--- src/rtl/systolic_pkg.sv ---
// ----------------------------------------------------------------------------
// systolic_pkg
// Shared definitions for the systolic matrix-multiply array and its result
// drain controller.
//   DIM_DEFAULT / BITS_C_DEFAULT : default array dimension and accumulator
//                                  width, shared with the array itself.
//   c_row_t                      : one C row, DIM signed accumulators.
//   drain_state_t                : drain controller FSM states.
// ----------------------------------------------------------------------------
package systolic_pkg;

  localparam int DIM_DEFAULT    = 8;
  localparam int BITS_C_DEFAULT = 16;

  typedef logic signed [DIM_DEFAULT-1:0][BITS_C_DEFAULT-1:0] c_row_t;

  typedef enum logic [2:0] {
    IDLE = 3'd0,
    SEL  = 3'd1,
    OUT  = 3'd2,
    CLR  = 3'd3,
    DONE = 3'd4
  } drain_state_t;

endpackage

--- src/rtl/systolic_result_drain.sv ---
// ----------------------------------------------------------------------------
// systolic_result_drain
// Read-side controller for the systolic array. After a compute pass it walks
// the C-row select from 0 to DIM-1, registers each selected accumulator row
// and presents it as one beat on a valid/ready stream.
//
// Build option: CLEAR_ON_READ_EN -- when defined, each row is zeroed through
// the array's row-write port in the cycle after its beat is accepted. When
// undefined, WrEn and Cin are tied to 0.
//
// Ports:
//   clk, rst_n      clock (rising edge), asynchronous active-low reset
//   start           one-cycle pulse that begins a drain (ignored when busy)
//   busy            high from the cycle after start through the done cycle
//   done            one-cycle pulse once the last row has been handled
//   Crow            registered row select to the array
//   Cout            selected-row accumulators (combinational in Crow)
//   WrEn, Cin       row write port to the array (clear-on-read)
//   out_valid/out_ready/out_data/out_row/out_last   result stream
//   dbg_state       current FSM state, for observation only
//
// Stream handshake: a beat transfers on a rising edge where out_valid and
// out_ready are both 1. While out_valid=1 and the beat has not transferred,
// out_data, out_row and out_last hold stable; out_valid does not depend on
// out_ready, and out_ready may be high before out_valid rises.
// ----------------------------------------------------------------------------
module systolic_result_drain
  import systolic_pkg::*;
#(
  parameter int BITS_C = BITS_C_DEFAULT,
  parameter int DIM    = DIM_DEFAULT
) (
  input  logic                       clk,
  input  logic                       rst_n,
  input  logic                       start,
  output logic                       busy,
  output logic                       done,
  output logic [$clog2(DIM)-1:0]     Crow,
  input  logic [DIM*BITS_C-1:0]      Cout,
  output logic                       WrEn,
  output logic [DIM*BITS_C-1:0]      Cin,
  output logic                       out_valid,
  input  logic                       out_ready,
  output logic [DIM*BITS_C-1:0]      out_data,
  output logic [$clog2(DIM)-1:0]     out_row,
  output logic                       out_last,
  output logic [2:0]                 dbg_state
);

  localparam int RW = $clog2(DIM);
  localparam logic [RW-1:0] LAST_ROW = RW'(DIM - 1);

  drain_state_t           state_q, state_d;
  logic [RW-1:0]          row_cnt_q, row_cnt_d;
  logic                   out_valid_q, out_valid_d;
  logic [DIM*BITS_C-1:0]  out_data_q, out_data_d;
  logic [RW-1:0]          out_row_q, out_row_d;
  logic                   out_last_q, out_last_d;
  logic                   advance;

  always_ff @(posedge clk or negedge rst_n) begin
    if (!rst_n) begin
      state_q     <= IDLE;
      row_cnt_q   <= '0;
      out_valid_q <= 1'b0;
      out_data_q  <= '0;
      out_row_q   <= '0;
      out_last_q  <= 1'b0;
    end else begin
      state_q     <= state_d;
      row_cnt_q   <= row_cnt_d;
      out_valid_q <= out_valid_d;
      out_data_q  <= out_data_d;
      out_row_q   <= out_row_d;
      out_last_q  <= out_last_d;
    end
  end

  always_comb begin
    state_d     = state_q;
    row_cnt_d   = row_cnt_q;
    out_valid_d = out_valid_q;
    out_data_d  = out_data_q;
    out_row_d   = out_row_q;
    out_last_d  = out_last_q;
    advance     = 1'b0;

    case (state_q)
      IDLE: begin
        if (start) begin
          row_cnt_d = '0;
          state_d   = SEL;
        end
      end
      SEL: begin
        // Crow has been stable on row_cnt for this whole cycle, so Cout is
        // the settled row.
        out_data_d  = Cout;
        out_row_d   = row_cnt_q;
        out_last_d  = (row_cnt_q == LAST_ROW);
        out_valid_d = 1'b1;
        state_d     = OUT;
      end
      OUT: begin
        if (out_ready) begin
          out_valid_d = 1'b0;
`ifdef CLEAR_ON_READ_EN
          state_d = CLR;
`else
          advance = 1'b1;
`endif
        end
      end
      CLR: begin
        advance = 1'b1;
      end
      DONE: begin
        // Leave the row select at 0 for the next pass.
        row_cnt_d = '0;
        state_d   = IDLE;
      end
      default: begin
        state_d = IDLE;
      end
    endcase

    // Shared "next row or finish" decision after a row is fully handled.
    if (advance) begin
      if (row_cnt_q == LAST_ROW) begin
        state_d = DONE;
      end else begin
        row_cnt_d = row_cnt_q + 1'b1;
        state_d   = SEL;
      end
    end
  end

  // The row counter doubles as the registered row select: it only moves on
  // the transition into SEL (and back to 0 after DONE).
  assign Crow      = row_cnt_q;
  assign busy      = (state_q != IDLE);
  assign done      = (state_q == DONE);
  assign out_valid = out_valid_q;
  assign out_data  = out_data_q;
  assign out_row   = out_row_q;
  assign out_last  = out_last_q;
  assign dbg_state = state_q;
  assign Cin       = '0;

`ifdef CLEAR_ON_READ_EN
  assign WrEn = (state_q == CLR);
`else
  assign WrEn = 1'b0;
`endif

endmodule

--- config.mk ---
export PLATFORM = sky130hd
export DESIGN_NAME = systolic_result_drain
export DESIGN_NICKNAME = d
export VERILOG_FILES = /design/src/rtl/systolic_pkg.sv /design/src/rtl/systolic_result_drain.sv
export SDC_FILE = /design/constraint.sdc
export NUM_CORES = 1
export LEC_CHECK = 0
export ABC_AREA = 1
export BUFFER_PORTS_ARGS = -buffer_cell sky130_fd_sc_hd__buf_2
export CAP_MARGIN = 20
export CELL_PAD_IN_SITES_DETAIL_PLACEMENT = 2
export CELL_PAD_IN_SITES_GLOBAL_PLACEMENT = 2
export CORE_MARGIN = 2
export CORE_UTILIZATION = 21
export CTS_CLUSTER_DIAMETER = 200
export CTS_CLUSTER_SIZE = 24
export DETAILED_ROUTE_END_ITERATION = 16
export PLACE_DENSITY_LB_ADDON = 0.1
export SYNTH_ARGS = -nofsm -noshare
export SYNTH_HDL_FRONTEND = slang
export SYNTH_SLANG_ARGS = --single-unit
--- constraint.sdc ---
create_clock -name clk -period 1.1 [get_ports clk]
set_input_delay 0 -clock clk [delete_from_list [all_inputs] [get_ports clk]]
set_output_delay 0 -clock clk [all_outputs]
set_load 0.02 [all_outputs]
==> results of run 1 <==
sequential cells by signal, summed over array words and instances (netlist names):
register   count
dbg_state      3
out_last       1
out_data     128
out_row        3
out_valid      1
Crow           3
layer usage:
layer  routed length [µm]  vias to the layer above
li1                     -                     3049
met1                12340                     3162
met2                14290                      231
met3                 1629                       21
met4                  339                        0
met5                    0                        -
cells by family (layout without fill, tap and decap cells):
family / count (synthesis) / count (layout) / synth area share
AND/OR/NAND/NOR: 416 / 417 / 0.2654
buffers and inverters: 182 / 528 / 0.1925
flip-flops: 139 / 139 / 0.5308
AO/OA/AOI/OAI: 9 / 9 / 0.006874
adder cells (fa/ha/maj): 2 / 2 / 0.003818
other: 1 / 129 / 0.0005723
final timing paths:
check,start,endpoint,slack (ns),cells past startpoint
min in group clk,Cout[108],out_data[108]$_DFFE_PN0N_,0.34,4
min reg2reg,out_data[114]$_DFFE_PN0N_,out_data[114]$_DFFE_PN0N_,0.47,2
max reg2reg,dbg_state[2]$_DFFE_PN0P_,out_data[55]$_DFFE_PN0N_,-0.31,6
max,dbg_state[2]$_DFFE_PN0P_,out_data[55]$_DFFE_PN0N_,-0.31,6
max in group asynchronous,rst_n,out_data[117]$_DFFE_PN0N_,0.42,3
min,rst_n,out_data[9]$_DFFE_PN0N_,0.06,2
where the power goes:
part           leakage (µW)  internal, µW  switching, µW  total (µW)
logic               0.00416          8530          12000       20500
registers           0.00171          7650           1580        9220
clock network      0.000281          3590           2440        6030
total               0.00615         19800          16000       35800
repair_timing:
item                                    4_1_cts  5_1_grt
gates cloned                                 17        5
hold buffers                                131        0
endpoints found under the hold margin       270        0
gates resized for setup                     140       90
pin swaps                                    40       10
endpoints found under the setup margin      147      147
buffers inserted                             22        3
cell usage after synthesis:
cell type / instances
buf_6: 2
ha_1: 2
o21ai_0: 5
dfrtp_1: 139
buf_1: 1
inv_1: 9
nand3_1: 134
nor3_1: 2
nor2_1: 4
a21oi_1: 4
buf_4: 141
buf_2: 27
nand2_1: 275
clkbuf_1: 2
conb_1: 1
nor2_4: 1
cell usage in the layout, fill, tap and decap left out, drive strengths merged:
cell / n
buf: 352
nand2: 276
dfrtp: 139
nand3: 134
dlygate4sd3: 131
conb: 129
clkbuf: 24
inv: 11
nor2: 5
o21ai: 5
clkinvlp: 4
a21oi: 4
clkinv: 3
bufinv: 3
nor3: 2
ha: 2
through the flow:
stage	instance area [µm²]	setup TNS [ns]	setup WS, ns	hold slack (ns)	instances
floorplan	7159	-10.51	-0.08676	-0.2956	877
global placement	8252	-16.52	-0.1608	-0.03930	1417
detailed placement	8252	-20.05	-0.2344	-0.04059	1417
CTS	11340	-34.93	-0.3035	0.06546	1618
global route	11620	-44.82	-0.3654	0.09491	1620
finish	11620	-35.50	-0.3099	0.06289	1620
layout make-up:
type                            count  area, µm²
Fill cell                        3436      19050
Clock inverter                     12      165.2
Tap cell                          396      495.5
Inverter                            9      47.55
Clock buffer                       19      432.9
Timing Repair Buffer              488       4125
Sequential cell                   139       3487
Multi-Input combinational cell    557       2864
==> flow_summary_export.csv, run 1 <==
group,metric,value,unit
clock_network,insertion_delay,0.43,ns
pwr,ir_worst_vdd,0.001082,V
worst_setup_path,critPathBufInv,2,
outcome,violations,"setup timing",
yosys,synthCells,749,
timing,fmax,709.2,MHz
global_routing,grt_pass1_wl,43790,µm
yosys,synth_cell_type_count,16,
clock_network,clk_path_buf_depth,2,
final_layout,nets,1346,
global_routing,grt_use_met1,0.2213,
global_routing,gr-usage-met3,0.04062,
detailed_routing,wire_per_inst,17.65,µm
global_routing,grt_overflow_total,0,
worst_setup_path,slowest_stage,"dfrtp_2",
detailed_routing,wl,28590,µm
timing,hold_viol,0,
timing,finClkSkew,0.009127,ns
timing,drv_slew,0,
floorplanning,initial_core_util,0.2137,
job,drv_cap,0,
yosys,synthTopCellsByArea,"dfrtp_1 53%, buf_4 16%, nand2_1 16%",
detailed_routing,drt-initial-drc-count,222,
timing,finalCritPeriodShare,1.282,
placed_design,dp_hpwl,17770,µm
placed_design,port_buffers,272,
final_layout,antenna_cells,0,
pwr,leakagePower,0.006151,µW
outcome,status,"finished with violations",
worst_setup_path,cp-start-kind,"flop",
clock_network,tritoncts,"yes",
worst_setup_path,crit_path_end_kind,"flop",
yosys,synth_top_area_share,0.5308,
clock_network,clk_pin_slew_worst_paths,0.07,ns
clock_network,numCtsBuffers,17,
yosys,syn_area,0.006553,mm²
worst_setup_path,worstPathMaxFanout,13,
global_routing,antenna_found_initial,0,
global_routing,grt_pass1_vias,7287,
detailed_routing,routed-via-count,6463,
timing,rsz0062_at_grt,"yes",
pwr,finalPower,35770,µW
global_routing,grt_use_met2,0.2973,
detailed_routing,drt_pass1_iterations,4,
worst_setup_path,crit_top_cell,"nand2_1",
global_routing,grt_usage,0.1736,
yosys,yosys.area.top_type,"dfrtp_1",
clock_network,htree_levels,4,
detailed_routing,ant_nets,0,
min_path,hp-class,"input pin to asynchronous set/reset pin",
floorplanning,die_w,180.6,µm
floorplanning,die_height,180.6,µm
worst_setup_path,critPathArrivalTime,1.72,ns
floorplanning,core_area,0.03067,mm²
final_layout,drive_gt1_frac,0.4306,
pwr,power_density,3079,mW/mm²
yosys,ys_ff_latch,139,
detailed_routing,viasPerCell,3.990,
floorplanning,rows,64,
worst_setup_path,cp_top_family,"simple AND/OR/NAND/NOR gates",
detailed_routing,drc,0,
yosys,syn_avg_cell_area,8.748,µm²
yosys,yosys_warnings,0,
timing,setup_viol,143,
worst_setup_path,critPathKind,"flop to flop",
worst_setup_path,required,1.41,ns
timing,period_needed,1.410,ns
placed_design,gp_congestion,0.7049,
global_routing,grt_max_degree,41,
yosys,ys_seq_area_frac,0.5308,
final_layout,fin_util,0.3788,
floorplanning,die_area,0.03263,mm²
clock_network,cts-root-buf,"clkbuf_16",
floorplanning,io_pins,402,
timing,setup_ws,-0.3099,ns
worst_setup_path,cpPeakStageDelay,0.43,ns
clock_network,cts_num_sinks,139,
final_layout,area.growth.synth_to_final,77.30,%
worst_setup_path,crit_path_cell_trace,"nor2_4, buf_12, nand2_8, clkbuf_16, nand2_1, nand2_1",
global_routing,busiest_layer,"met2",
Note: power is estimated with default switching activity, not from simulation.
==> run 2: changes to the inputs <==
--- a/config.mk
+++ b/config.mk
@@ -11,7 +11,7 @@
 export CELL_PAD_IN_SITES_DETAIL_PLACEMENT = 2
 export CELL_PAD_IN_SITES_GLOBAL_PLACEMENT = 2
 export CORE_MARGIN = 2
-export CORE_UTILIZATION = 21
+export CORE_UTILIZATION = 25
 export CTS_CLUSTER_DIAMETER = 200
 export CTS_CLUSTER_SIZE = 24
 export DETAILED_ROUTE_END_ITERATION = 16
==> constraint.sdc (replaced) <==
create_clock -name clk -period 1.7 [get_ports clk]
set_input_delay 0 -clock clk [delete_from_list [all_inputs] [get_ports clk]]
set_output_delay 0 -clock clk [all_outputs]
set_load 0.02 [all_outputs]
==> flow_summary_export.csv, run 2 (synthesis gave the netlist of run 1 again) <==
group,metric,value,unit
clock_network,clk_pin_slew_worst_paths,0.06,ns
timing,fmax,625.6,MHz
final_layout,n_fill_cell,2998,
timing,drv_slew,0,
placed_design,dpl-instance-area,0.007866,mm²
placed_design,port_buffers,272,
floorplanning,die_height,165.9,µm
timing,setup_viol,0,
final_layout,largest_reg_flops,128,
global_routing,grt_pass1_wl,39410,µm
placed_design,gp_congestion,0.7571,
timing,setup_ws,0.1016,ns
detailed_routing,drt_pass1_iterations,4,
timing,finalCritPeriodShare,0.9402,
worst_setup_path,cp_top_family,"flip-flops",
timing,finClkSkew,0.009590,ns
pwr,finalPower,18640,µW
final_layout,postLayoutCellArea,0.009777,mm²
worst_setup_path,critPathArrivalTime,1.60,ns
worst_setup_path,r2r_end,"out_data[27]$_DFFE_PN0N_",
final_layout,layout_commonest_cell,"nand2_1",
floorplanning,die_w,165.9,µm
detailed_routing,drc,0,
floorplanning,initial_core_util,0.2529,
final_layout,regArea,0.003482,mm²
timing,period_needed,1.598,ns
placed_design,dp_slack,0.2649,ns
global_routing,grt_max_degree,69,
timing,setup_tns,0,ns
clock_network,cts_repair_resize_count,0,
clock_network,numCtsBuffers,17,
global_routing,grt_usage,0.1811,
worst_setup_path,r2r_cells,5,
global_routing,grt_overflow_total,0,
final_layout,area.growth.synth_to_final,49.21,%
floorplanning,io_pins,402,
final_layout,nets,1282,
detailed_routing,viasPerCell,4.160,
outcome,status,"complete, no violations",
clock_network,cts_num_sinks,139,
detailed_routing,routed-via-count,6227,
job,drv_cap,0,
global_routing,antenna_found_initial,1,
clock_network,cts-root-buf,"clkbuf_16",
clock_network,cts_setup_buffers,0,
clock_network,htree_levels,4,
floorplanning,die_area,0.02752,mm²
detailed_routing,wl,25240,µm
floorplanning,core_area,0.02591,mm²
clock_network,insertion_delay,0.42,ns
floorplanning,rows,59,
pwr,ir_worst_vdd,0.0005760,V
clock_network,clk_path_buf_depth,2,
detailed_routing,wire_per_inst,16.86,µm
final_layout,mostFrequentLayoutCells,"274 x nand2_1, 271 x buf_2, 138 x dfrtp_1",
global_routing,grt_pass1_vias,6800,
worst_setup_path,critPathBufInv,2,
final_layout,drive_gt1_frac,0.2825,
detailed_routing,ant_nets,0,
worst_setup_path,slowest_stage,"dfrtp_1",
worst_setup_path,worstPathMaxFanout,14,
worst_setup_path,cpPeakStageDelay,0.43,ns
worst_setup_path,r2r-start,"dbg_state[2]$_DFFE_PN0P_",
worst_setup_path,cp-start-kind,"flop",
detailed_routing,drt-initial-drc-count,222,
timing,hold_viol,0,
worst_setup_path,crit_path_end_kind,"output pin",
clock_network,tritoncts,"yes",
pwr,power_density,1906,mW/mm²
timing,rsz0062_at_grt,"no",
pwr,leakagePower,0.005457,µW
worst_setup_path,crit_path_cell_trace,"nor2_4, buf_12, nand2_1, buf_2",
worst_setup_path,required,1.70,ns
final_layout,multi_input_area,0.002301,mm²
worst_setup_path,critPathKind,"flop to output pin",
worst_setup_path,rrSetupSlack,0.17,ns
placed_design,dp_hpwl,16700,µm
min_path,hp-class,"input pin to asynchronous set/reset pin",
-- run 2: cell types whose count changed in the layout (fill, tap and decap cells not counted), moves of 16 or more --
cell,delta
buf_6,-22
nand2_1,+92
nand3_1,+25
buf_12,-16
nand3_2,-24
nand2_2,-77
-- run 2: stage by stage --
stage,cells,hold slack (ns),util
6_report,1497,0.06162,0.3773
5_1_grt,1497,0.07126,0.3773
4_1_cts,1494,0.07338,0.3753
3_5_place_dp,1331,-0.04514,0.3036
3_3_place_gp,1331,-0.04310,0.3036
2_1_floorplan,877,-0.2956,-
-- run 2: area by class of cell --
type,count,area share
well taps,335,0.04287
repair buffers,425,0.3060
multi-input cells,556,0.2353
clock inverters,12,0.009214
inverters,9,0.003455
flip-flops and latches,139,0.3562
clock buffers,20,0.04671
diodes,1,0.0002560
-- run 2: per-layer routing --
layer  share of wire  global-route usage  wire [µm]
met2            0.49              0.2998      12410
met5               0                   0          0
met3           0.049             0.03956       1243
met1            0.43              0.2339      10950
met4           0.025             0.06427        630
-- run 2: how the worst max path moves through the flow --
stage                     slack [ns]                      from                        end  cells past startpoint
after floorplan                 0.26  dbg_state[0]$_DFFE_PN0P_                       done                      4
after global placement          0.28  dbg_state[2]$_DFFE_PN0P_   out_data[87]$_DFFE_PN0N_                      5
after detailed placement        0.26  dbg_state[2]$_DFFE_PN0P_  out_data[121]$_DFFE_PN0N_                      5
after CTS                       0.03  dbg_state[2]$_DFFE_PN0P_                       busy                      4
after global routing            0.01  dbg_state[2]$_DFFE_PN0P_                       busy                      4
final                           0.10  dbg_state[2]$_DFFE_PN0P_                       busy                      4
-- run 2: worst reg2reg max path: stages (launching register included) --
cell and delay, ns:
dfrtp_1 0.43, nor2_4 0.26, nand2_4 0.30, buf_12 0.27, nand2_1 0.10, nand2_1 0.06
-- run 2: timing repair --
item | in CTS | in global routing
hold buffers | 131 | 0
endpoints found under the setup margin | 0 | 1
endpoints found under the hold margin | 271 | 0
-- run 2: report_power, final --
part | internal [µW] | total, µW | switching, µW
clock network | 1950 | 3500 | 1550
registers | 4940 | 5790 | 856
logic | 2940 | 9340 | 6400
==> run 3: changes to the inputs <==
--- a/config.mk
+++ b/config.mk
@@ -15,7 +15,7 @@
 export CTS_CLUSTER_DIAMETER = 200
 export CTS_CLUSTER_SIZE = 24
 export DETAILED_ROUTE_END_ITERATION = 16
-export PLACE_DENSITY_LB_ADDON = 0.1
+export PLACE_DENSITY = 0.95
 export SYNTH_ARGS = -nofsm -noshare
 export SYNTH_HDL_FRONTEND = slang
 export SYNTH_SLANG_ARGS = --single-unit
==> flow_summary_export.csv, run 3 (synthesis gave the netlist of run 1 again) <==
group,metric,value,unit
outcome,status,"complete, no violations",
job,drv_cap,0,
clock_network,insertion_delay,0.42,ns
final_layout,largest_reg_flops,128,
pwr,finalPower,19070,µW
global_routing,grt_overflow_total,0,
floorplanning,io_pins,402,
timing,tightest_slew,0.5742,ns
detailed_routing,wire_per_inst,19.46,µm
final_layout,drive_gt1_frac,0.2809,
global_routing,grt_pass1_wl,44950,µm
pwr,pwr-share-seq,0.314,
timing,fmax,614.9,MHz
final_layout,regArea,0.003482,mm²
floorplanning,initial_core_util,0.2529,
worst_setup_path,critPathBufInv,2,
detailed_routing,wl_met1,10770,µm
pwr,switchingPower,9415,µW
timing,rsz0062_at_grt,"no",
worst_setup_path,r2r_cells,6,
floorplanning,core_area,0.02591,mm²
pwr,ir_worst_vdd,0.001042,V
floorplanning,rows,59,
worst_setup_path,required,1.70,ns
timing,hold_viol,0,
clock_network,numCtsBuffers,17,
worst_setup_path,worstPathMaxFanout,30,
global_routing,grt_max_degree,86,
worst_setup_path,critPathArrivalTime,1.63,ns
clock_network,clk_path_buf_depth,2,
global_routing,grt_pass1_vias,7567,
timing,drv_slew,0,
timing,hold_ws,0.1353,ns
worst_setup_path,crit_path_cell_trace,"buf_4, nor3_2, buf_2",
pwr,power_density,1958,mW/mm²
pwr,switching_share,0.4938,
detailed_routing,viasPerCell,4.360,
worst_setup_path,cp-start-kind,"flop",
final_layout,nets,1278,
timing,period_needed,1.626,ns
timing,finalCritPeriodShare,0.9566,
detailed_routing,routed.top_layer,"met4",
detailed_routing,ant_nets,0,
placed_design,dp_hpwl,17500,µm
clock_network,cts-root-buf,"clkbuf_16",
pwr,p_int,9651,µW
floorplanning,die_area,0.02752,mm²
timing,slew_headroom,0.6172,
clock_network,clk_pin_slew_worst_paths,0.07,ns
floorplanning,die_w,165.9,µm
floorplanning,die_height,165.9,µm
clock_network,cts_num_sinks,139,
worst_setup_path,r2r_end,"out_data[34]$_DFFE_PN0N_",
detailed_routing,drt_pass1_iterations,4,
timing,setup_viol,0,
worst_setup_path,critPathKind,"flop to output pin",
pwr,p_clk_frac,0.189,
placed_design,port_buffers,272,
final_layout,n_fill_cell,2927,
final_layout,area.growth.synth_to_final,48.58,%
clock_network,htree_levels,4,
timing,finClkSkew,0.01307,ns
worst_setup_path,rrSetupSlack,0.20,ns
final_layout,mostFrequentLayoutCells,"274 x nand2_1, 271 x buf_2, 138 x dfrtp_1",
global_routing,antenna_found_initial,4,
detailed_routing,drc,0,
worst_setup_path,r2r-start,"dbg_state[1]$_DFFE_PN0P_",
min_path,hp-class,"input pin to asynchronous set/reset pin",
global_routing,grt_usage,0.2102,
detailed_routing,wl,29110,µm
detailed_routing,drt-initial-drc-count,338,
final_layout,layout_commonest_cell,"nand2_1",
detailed_routing,routed-via-count,6523,
final_layout,multi_input_area,0.002306,mm²
worst_setup_path,slowest_stage,"dfrtp_4",
placed_design,gp_congestion,0.7663,
worst_setup_path,crit_path_end_kind,"output pin",
pwr,comb_power_share,0.497,
detailed_routing,met2RoutedLength,15700,µm
pwr,leakagePower,0.005435,µW
worst_setup_path,cp_top_family,"flip-flops",
clock_network,tritoncts,"yes",
detailed_routing,dr_wl_met3,1437,µm
worst_setup_path,cpPeakStageDelay,0.51,ns
[run 3: worst max-delay path by stage]
stage,endpoint,slack (ns),cells after the start,startpoint
floorplan,done,0.26,4,dbg_state[0]$_DFFE_PN0P_
global placement,out_data[43]$_DFFE_PN0N_,0.39,5,dbg_state[1]$_DFFE_PN0P_
detailed placement,out_data[121]$_DFFE_PN0N_,0.26,5,dbg_state[1]$_DFFE_PN0P_
CTS,done,-0.04,3,dbg_state[0]$_DFFE_PN0P_
global route,done,0.009,3,dbg_state[0]$_DFFE_PN0P_
finish,done,0.07,3,dbg_state[0]$_DFFE_PN0P_
[run 3: timing repair]
action                                  in CTS  in global routing
endpoints found under the hold margin      231                  0
gates cloned                                 0                  0
hold buffers                               131                  0
gates resized for setup                      1                  1
pin swaps                                    1                  1
endpoints found under the setup margin       2                  2
setup buffers                                0                  3
[run 3: metal layers]
layer  track usage  up-vias
met5             0        -
met4       0.09792        0
met3       0.04623       67
met2        0.3967      301
met1        0.2210     3250
li1              -     2905
[run 3: final cells by class]
cell class              count  share of cell area
inverters                   9            0.003470
diodes                      4            0.001028
clock inverters            14             0.01285
repair buffers            421              0.3010
flip-flops and latches    139              0.3577
multi-input cells         556              0.2369
well taps                 335             0.04305
clock buffers              18             0.04408
[run 3: power by group through the flow]
stage	combinational [µW]	sequential (µW)	clock, µW
floorplan	3820	7730	0
global placement	8450	5800	0
detailed placement	8910	5940	0
CTS	9170	5900	3710
global route	10300	6180	3870
finish	9480	5990	3590
[run 3: stage by stage]
| stage | area, µm² | setup TNS (ns) | cells | setup WS (ns) | utilization |
|---|---|---|---|---|---|
| floorplan | 7033 | 0 | 877 | 0.2599 | - |
| global placement | 7829 | 0 | 1326 | 0.3914 | 0.3021 |
| detailed placement | 7829 | 0 | 1326 | 0.2599 | 0.3021 |
| CTS | 9698 | -0.03520 | 1489 | -0.03520 | 0.3743 |
| global route | 9736 | 0 | 1496 | 0.008577 | 0.3757 |
| finish | 9736 | 0 | 1496 | 0.07373 | 0.3757 |
